### src/rtl/imul_pkg.sv
// Shared definitions for the iterative shift-add multiplier:
// FSM state encoding and default widths.
package imul_pkg;

  localparam int IMUL_NBITS_DEF     = 32;
  localparam int IMUL_CNT_NBITS_DEF = 6;

  typedef enum logic [1:0] {
    IDLE = 2'd0,
    CALC = 2'd1,
    DONE = 2'd2
  } state_t;

endpackage

### src/rtl/imul_iterative_dpath.sv
// Datapath of the iterative multiplier: operand/result registers, the
// iteration counter, the accumulate adder, the shifters and, when
// IMUL_EARLY_EXIT_EN is defined, a zero comparator on the multiplier.
// Only public status (cnt_done, b_zero) leaves this block towards control.
module imul_iterative_dpath
  import imul_pkg::*;
#(
  parameter int p_nbits     = IMUL_NBITS_DEF,
  parameter int p_cnt_nbits = IMUL_CNT_NBITS_DEF
) (
  input  logic               clk,
  input  logic               reset,
  input  logic               load,
  input  logic               calc,
  input  logic [p_nbits-1:0] in_a,
  input  logic [p_nbits-1:0] in_b,
  output logic [p_nbits-1:0] result,
  output logic               cnt_done,
  output logic               b_zero
);

  localparam logic [p_cnt_nbits-1:0] CNT_LAST = p_cnt_nbits'(p_nbits - 1);

  logic [p_nbits-1:0]     a_reg;
  logic [p_nbits-1:0]     b_reg;
  logic [p_nbits-1:0]     result_reg;
  logic [p_cnt_nbits-1:0] cnt;

  logic [p_nbits-1:0]     sum;
  logic [p_nbits-1:0]     a_shl;
  logic [p_nbits-1:0]     b_shr;
  logic [p_cnt_nbits-1:0] cnt_inc;

  // Adder wraps modulo 2^p_nbits; only the low word of the product is kept.
  assign sum     = result_reg + a_reg;
  assign a_shl   = a_reg << 1;
  assign b_shr   = b_reg >> 1;
  assign cnt_inc = cnt + 1'b1;

  assign result   = result_reg;
  assign cnt_done = (cnt == CNT_LAST);

`ifdef IMUL_EARLY_EXIT_EN
  assign b_zero = (b_reg == '0);
`else
  assign b_zero = 1'b0;
`endif

  // Load operands on accept, then one shift-add step per CALC cycle.
  always_ff @(posedge clk or negedge reset) begin
    if (!reset) begin
      a_reg      <= '0;
      b_reg      <= '0;
      result_reg <= '0;
      cnt        <= '0;
    end else if (load) begin
      a_reg      <= in_a;
      b_reg      <= in_b;
      result_reg <= '0;
      cnt        <= '0;
    end else if (calc) begin
      if (b_reg[0]) begin
        result_reg <= sum;
      end
      a_reg <= a_shl;
      b_reg <= b_shr;
      cnt   <= cnt_inc;
    end
  end

endmodule

### src/rtl/imul_iterative.sv
// Iterative shift-add multiplier returning the low p_nbits bits of
// in_a*in_b with val/rdy handshakes on both sides. Control timing depends
// only on public signals; define IMUL_EARLY_EXIT_EN to let public-domain
// requests finish as soon as the multiplier is exhausted.
module imul_iterative
  import imul_pkg::*;
#(
  parameter int p_nbits     = IMUL_NBITS_DEF,
  parameter int p_cnt_nbits = IMUL_CNT_NBITS_DEF
) (
  input  logic               clk,
  input  logic               reset,
  input  logic               domain,
  input  logic               in_val,
  output logic               in_rdy,
  input  logic [p_nbits-1:0] in_a,
  input  logic [p_nbits-1:0] in_b,
  output logic               out_val,
  input  logic               out_rdy,
  output logic [p_nbits-1:0] out_result
);

  state_t             state;
  state_t             state_next;
  logic               load;
  logic               calc;
  logic               cnt_done;
  logic               b_zero;
  logic               early_exit;
  logic [p_nbits-1:0] result;

  imul_iterative_dpath #(
    .p_nbits     (p_nbits),
    .p_cnt_nbits (p_cnt_nbits)
  ) u_dpath (
    .clk      (clk),
    .reset    (reset),
    .load     (load),
    .calc     (calc),
    .in_a     (in_a),
    .in_b     (in_b),
    .result   (result),
    .cnt_done (cnt_done),
    .b_zero   (b_zero)
  );

  // Secret requests never shortcut; b_zero is constant 0 without the option.
  assign early_exit = ~domain & b_zero;

  // Result is only visible while presented, so aborted work never shows.
  assign out_result = out_val ? result : '0;

  // State register.
  always_ff @(posedge clk or negedge reset) begin
    if (!reset) begin
      state <= IDLE;
    end else begin
      state <= state_next;
    end
  end

  // Next-state and handshake decode.
  always_comb begin
    state_next = state;
    in_rdy     = 1'b0;
    out_val    = 1'b0;
    load       = 1'b0;
    calc       = 1'b0;
    case (state)
      IDLE: begin
        in_rdy = 1'b1;
        if (in_val) begin
          load       = 1'b1;
          state_next = CALC;
        end
      end
      CALC: begin
        calc = 1'b1;
        if (cnt_done || early_exit) begin
          state_next = DONE;
        end
      end
      DONE: begin
        out_val = 1'b1;
        if (out_rdy) begin
          state_next = IDLE;
        end
      end
      default: state_next = IDLE;
    endcase
  end

endmodule

### config.mk
export PLATFORM = sky130hd
export DESIGN_NAME = imul_iterative
export DESIGN_NICKNAME = d
export VERILOG_FILES = /design/src/rtl/imul_pkg.sv /design/src/rtl/imul_iterative_dpath.sv /design/src/rtl/imul_iterative.sv
export SDC_FILE = /design/constraint.sdc
export NUM_CORES = 1
export LEC_CHECK = 0
export CORE_ASPECT_RATIO = 0.9
export CORE_MARGIN = 1.5
export CORE_UTILIZATION = 30
export DETAILED_ROUTE_END_ITERATION = 10
export MAX_ROUTING_LAYER = met4
export SLEW_MARGIN = 20
export SYNTH_ARGS = -nofsm -noshare
export SYNTH_HDL_FRONTEND = slang
export SYNTH_SLANG_ARGS = --single-unit
### constraint.sdc
create_clock -name clk -period 3.55 [get_ports clk]
set_input_delay 0.71 -clock clk [delete_from_list [all_inputs] [get_ports clk]]
set_output_delay 0.71 -clock clk [all_outputs]
set_load 0.02 [all_outputs]
==> qor.yml, run 1 <==
syn_to_final_growth_pct: 25.6
clk_pin_slew_worst_paths_ps: 80
vias_per_cell: 5.04
start_util_pct: 30.7
status: "finished, final reports clean"
end_kind: "register"
skew_ps: 11.7
die_w_um: 154
cts.htree.levels: 3
grtUsageTotal_pct: 15.7
postCtsHoldBufs: 0
first_iter_violations: 347
hp-class: "input port to asynchronous set/reset pin"
cp_top_family: "compound AO/OA/AOI/OAI gates"
maxCapViolations: 0
seq_area_frac_synth_pct: 42.2
power.leakage_nw: 3.57
synth_edf_count: 0
ant_nets: 0
antenna_found_initial: 0
numCtsBuffers: 9
cp.arrival_ps: 3260
synth_cell_types: 63
ir_worst_vdd_uv: 284
hpwl_mm: 11.3
vias: 5262
avgSynthCellArea_um2: 8.79
drtPass1Iterations: 4
yosysWarnings: 0
clk_latency_ps: 360
critPathMaxStageDelay_ps: 430
clkSinkCount: 104
place.gp.congestion: 0.846
wl_mm: 15.9
fp.dieArea_um2: 21400
route.detailed.drc: 0
total_power_mw: 6.55
grt-ovfl-total: 0
syn_nets: 803
core_area_um2: 20000
cts_root_buf: "clkbuf_16"
setup_viol: 0
fmax_mhz: 334
setup_tns_ps: 0
clk_path_buf_depth: 2
postCtsSetupRepairBufs: 0
insertedDiodeCount: 0
grt_max_degree: 70
nets: 887
hold_viol: 0
worst_setup_path_start_kind: "register"
tightest_slew_ps: 782
synth-async-reset-ratio_pct: 100
max_slew_margin_pct: 47.8
cts_resized: 0
period_share_pct: 84.3
die_y_um: 139
ys_seq_elements: 104
grt_pass1_wl_mm: 26.2
syn_area_um2: 6160
path_buf_inv: 0
netlist_instances: 701
cp_data_required_time_ps: 3820
slowest_stage: "fa_1"
port_buffers: 101
layout-drive-gt1-share_pct: 5.82
path_cells: "ha_1, fa_1, a211oi_1, nor3_2, o31a_1, o21ai_1, a21oi_1, o211ai_2, a21oi_1, o31ai_1"
cts_tree: "done"
cp_max_fo: 3
ios: 103
slew_violations: 0
grt_pass1_vias: 5088
fin_crit_ps: 2990
power.density_nw_per_um2: 846
rsz0062_at_grt: "false"
synth_ff_type: "dfrtp_1"
critPathKind: "register to register"
wl_per_cell_um: 15.2
cp_common_cell: "a21oi_1"
rows: 49
## layer usage
layer | vias to the layer above | track usage (%) | wire length [um] | share of wire [%]
li1 | 2671 | - | - | -
met1 | 2490 | 20.9 | 7790 | 49
met5 | - | - | 0 | 0
met4 | 0 | 4.70 | 206 | 1.3
met2 | 87 | 24.4 | 7400 | 47
met3 | 14 | 2.84 | 488 | 3.1
## cells by family after synthesis
kind of cell             after synthesis  synth area share, %
buffers and inverters                 50                 3.07
AND/OR/NAND/NOR                      278                 20.6
adder cells (fa/ha/maj)               33                 6.82
XOR/XNOR                              21                 2.99
AO/OA/AOI/OAI                        213                 24.0
flip-flops                           104                 42.2
multiplexers                           2                0.325
## final timing paths
path | startpoint | endpoint | slack, ps | cells past startpoint
setup reg to reg | u_dpath.result[0] | u_dpath.result[30] | 560 | 10
min in group clk | u_dpath.result[31] | u_dpath.result[31] | 480 | 1
hold reg to reg | u_dpath.result[31] | u_dpath.result[31] | 480 | 1
max in group asynchronous | reset | u_dpath.result[4] | 2480 | 2
hold / removal | reset | u_dpath.a_reg[19] | 340 | 1
setup / recovery | u_dpath.result[0] | u_dpath.result[30] | 560 | 10
## cell usage in the layout (no fill, tap or decap), types with 9 or more instances in the layout
| cell type | count |
|---|---|
| inv_1 | 11 |
| nand2_1 | 173 |
| clkdlybuf4s50_1 | 100 |
| a21oi_1 | 30 |
| a22oi_1 | 62 |
| nor2_1 | 19 |
| and2_1 | 33 |
| buf_4 | 10 |
| clkbuf_16 | 9 |
| ha_1 | 32 |
| o21ai_1 | 15 |
| dfrtp_1 | 104 |
| o21ai_0 | 34 |
| a21o_1 | 22 |
| xnor2_1 | 14 |
## per-stage QoR
stage / util [%] / std cells / instance area [um2] / setup slack [ps] / hold WS [ps]
after CTS: 38.6 / 1045 / 7740 / 550 / 352
after detailed placement: 37.2 / 1029 / 7450 / 582 / 463
after global placement: 37.2 / 1029 / 7450 / 641 / 458
after floorplan: - / 701 / 6160 / 997 / 414
after global routing: 38.6 / 1045 / 7740 / 362 / 372
final: 38.6 / 1045 / 7740 / 556 / 339
## layout make-up
class / count / area (um2)
fillers: 2058 / 12300
multi-input cells: 547 / 3390
flip-flops and latches: 104 / 2600
repair buffers: 111 / 1100
well taps: 255 / 319
clock buffers: 9 / 225
clock inverters: 7 / 60.1
inverters: 12 / 45.0
## power by group
part / switching, mW / total, mW / internal, mW
Clock: 0.488 / 0.980 / 0.492
Combinational: 1.93 / 3.42 / 1.50
Sequential: 0.424 / 2.15 / 1.72
Total: 2.84 / 6.55 / 3.71
## cells in the mapped netlist (7+ instances only)
cell / instances / area share [%]
and2_1: 34 / 3.5
a21o_1: 22 / 2.7
ha_1: 32 / 6.5
o21ai_0: 34 / 2.8
a22oi_1: 62 / 7.6
dfrtp_1: 104 / 42
nor2_1: 21 / 1.3
xor2_1: 7 / 1.0
inv_1: 11 / 0.67
xnor2_1: 14 / 2.0
a21oi_1: 30 / 2.4
nand2_1: 173 / 11
o21ai_1: 15 / 1.2
clkbuf_1: 34 / 2.1
nand3_1: 7 / 0.57
(Power assumes the default switching activity.)
==> run 2: changes to the inputs <==
clock period = 3.1 ns   (was 3.55 ns; I/O delays follow)
==> run 2 against run 1 <==
Via count increased by 1.0%. Worst setup slack got worse by 290 ps. First-iteration DRC count decreased by 0.29%. Global-route usage increased by 0.26 points. Largest cell class unchanged. Cell area increased by 0.60%. Non-clock buffer count increased by 2. Sequential share of layout area decreased by 0.20 points. Wire length increased by 0.38%. Largest power group unchanged. Critical path depth unchanged. Register-to-register slack got worse by 290 ps. Die area unchanged.
==> qor.yml, run 2 (same netlist as run 1, synthesis figures left out) <==
layout-drive-gt1-share_pct: 6.19  # +0.36 points
max_slew_margin_pct: 36.4  # -11 points
placed_cell_area_um2: 7470  # +0.20%
final_util_pct: 38.8  # +0.23 points
hp-class: "input port to asynchronous set/reset pin"
tightest_slew_ps: 953  # +170 ps
total_power_mw: 7.60  # +16%
cp_max_fo: 3  # unchanged
rows: 49  # unchanged
vias: 5315  # +1.0%
setup_tns_ps: 0  # unchanged
cts_resized: 0  # unchanged
power_frac_comb_pct: 52.0  # -0.2 points
postCtsSetupRepairBufs: 0  # unchanged
crit_end: "u_dpath.result[30]"
cp.arrival_ps: 3100  # -160 ps
ir_worst_vdd_uv: 355  # +25%
drtPass1Iterations: 5  # +1
r2r_cells: 10  # unchanged
worst_setup_path_start_kind: "register"
dp_slack_ps: 187  # -396 ps
final_common_cell: "nand2_1"
cts_root_buf: "clkbuf_16"
grt-ovfl-total: 0  # unchanged
maxCapViolations: 0  # unchanged
ant_nets: 0  # unchanged
clk_pin_slew_worst_paths_ps: 70  # about the same
die_y_um: 139  # unchanged
postCtsHoldBufs: 0  # unchanged
rr_endpoint: "u_dpath.result[30]"
clkSinkCount: 104  # unchanged
insertedDiodeCount: 0  # unchanged
cp_data_required_time_ps: 3370  # -450 ps
start_util_pct: 30.7  # unchanged
die_w_um: 154  # unchanged
fin_area_um2: 7780  # +0.60%
nets: 889  # +0.23%
grtUsageTotal_pct: 16.0  # +0.26 points
power_switching_mw: 3.24  # +14%
vias_per_cell: 5.08  # +0.81%
numCtsBuffers: 9  # unchanged
fmax_mhz: 353  # +5.6%
power.density_nw_per_um2: 976  # +15%
place.gp.congestion: 0.831  # -1.7%
wl_per_cell_um: 15.2  # +0.19%
reg2reg_from: "u_dpath.result[0]"
hold_viol: 0  # unchanged
pwr-share-seq_pct: 32.3  # -0.5 points
wl_mm: 15.9  # +0.38%
grt_pass1_vias: 5090  # +0.039%
rsz0062_at_grt: "false"
first_iter_violations: 346  # -0.29%
clk_latency_ps: 350  # about the same
antenna_found_initial: 0  # unchanged
clk_path_buf_depth: 2  # unchanged
critPathKind: "register to register"
r2r_slack_ps: 270  # -290 ps
power.leakage_nw: 3.59  # +0.43%
skew_ps: 6.72  # -4.98 ps
slew_violations: 0  # unchanged
setup_viol: 0  # unchanged
pwr-share-clk_pct: 15.6  # +0.6 points
port_buffers: 101  # unchanged
syn_to_final_growth_pct: 26.4
fp.dieArea_um2: 21400  # unchanged
route.detailed.drc: 0  # unchanged
final_cell_mix: "nand2_1, dfrtp_1, clkdlybuf4s50_1, a22oi_1, o21ai_0"
end_kind: "register"
fin_crit_ps: 2830  # -160 ps
cts_tree: "done"
cts.htree.levels: 3  # unchanged
hpwl_mm: 11.4  # +1.5%
p_int_mw: 4.36  # +17%
grt_pass1_wl_mm: 26.6  # +1.5%
worst_slack_ps: 266  # -290 ps
core_area_um2: 20000  # unchanged
switching_share_pct: 42.6  # -0.74 points
ios: 103  # unchanged
fillerInstances: 2039  # -0.92%
grt_max_degree: 67  # -4.3%
period_share_pct: 91.4  # +7.1 points
status: "finished, final reports clean"
crit_start: "u_dpath.result[0]"
==> run 2: cell count changes in the layout (fill, tap and decap cells not counted) <==
cell	change
inv_6	-2
clkinvlp_4	+1
bufinv_16	+1
a211oi_2	+1
clkbuf_1	+1
clkinv_2	-1
buf_4	+2
inv_8	-1
nor3_1	-1
nor3_2	+1
a211oi_1	-1
clkbuf_8	+1
==> run 2: critical path: stages (launching register included) <==
cell and delay (ps):
dfrtp_1 400, ha_1 250, fa_1 440, a211oi_2 300
nor3_2 100, o31a_1 320, o21ai_1 240, a21oi_1 190
o211ai_2 200, a21oi_1 90, o31ai_1 220
==> run 2: worst min-delay path by stage <==
| stage | from | end |
|---|---|---|
| after floorplan | reset | state[0] |
| after global placement | u_dpath.b_reg[8] | u_dpath.b_reg[8] |
| after detailed placement | u_dpath.b_reg[23] | u_dpath.b_reg[23] |
| after CTS | reset | u_dpath.result[13] |
| after global routing | reset | u_dpath.result[13] |
| final | reset | u_dpath.a_reg[19] |
==> run 2: stage by stage <==
| step | hold WS [ps] | std cells |
|---|---|---|
| floorplan | 324 | 701 |
| global placement | 459 | 1031 |
| detailed placement | 463 | 1031 |
| CTS | 335 | 1047 |
| global route | 367 | 1047 |
| finish | 321 | 1047 |
==> run 2: final cells by class <==
class	instances	area, um2	area share, %
clock buffers	11	243	3.12
repair buffers	113	1110	14.3
flip-flops and latches	104	2600	33.4
clock inverters	5	63.8	0.820
well taps	255	319	4.10
inverters	12	45.0	0.579
multi-input cells	547	3400	43.7
==> run 2: per-layer routing <==
layer	global-route usage, %	share of wire, %
met5	-	0
met3	3.16	3.7
met2	24.9	47
met1	21.6	48
met4	3.01	0.82
==> run 2: power by group through the flow <==
stage	Clock [mW]	Sequential [mW]	Combinational, mW
after global placement	0	2.48	3.90
final	1.19	2.46	3.95
after detailed placement	0	2.48	3.93
after CTS	1.23	2.46	3.94
after floorplan	0	2.31	3.11
after global routing	1.28	2.54	4.48
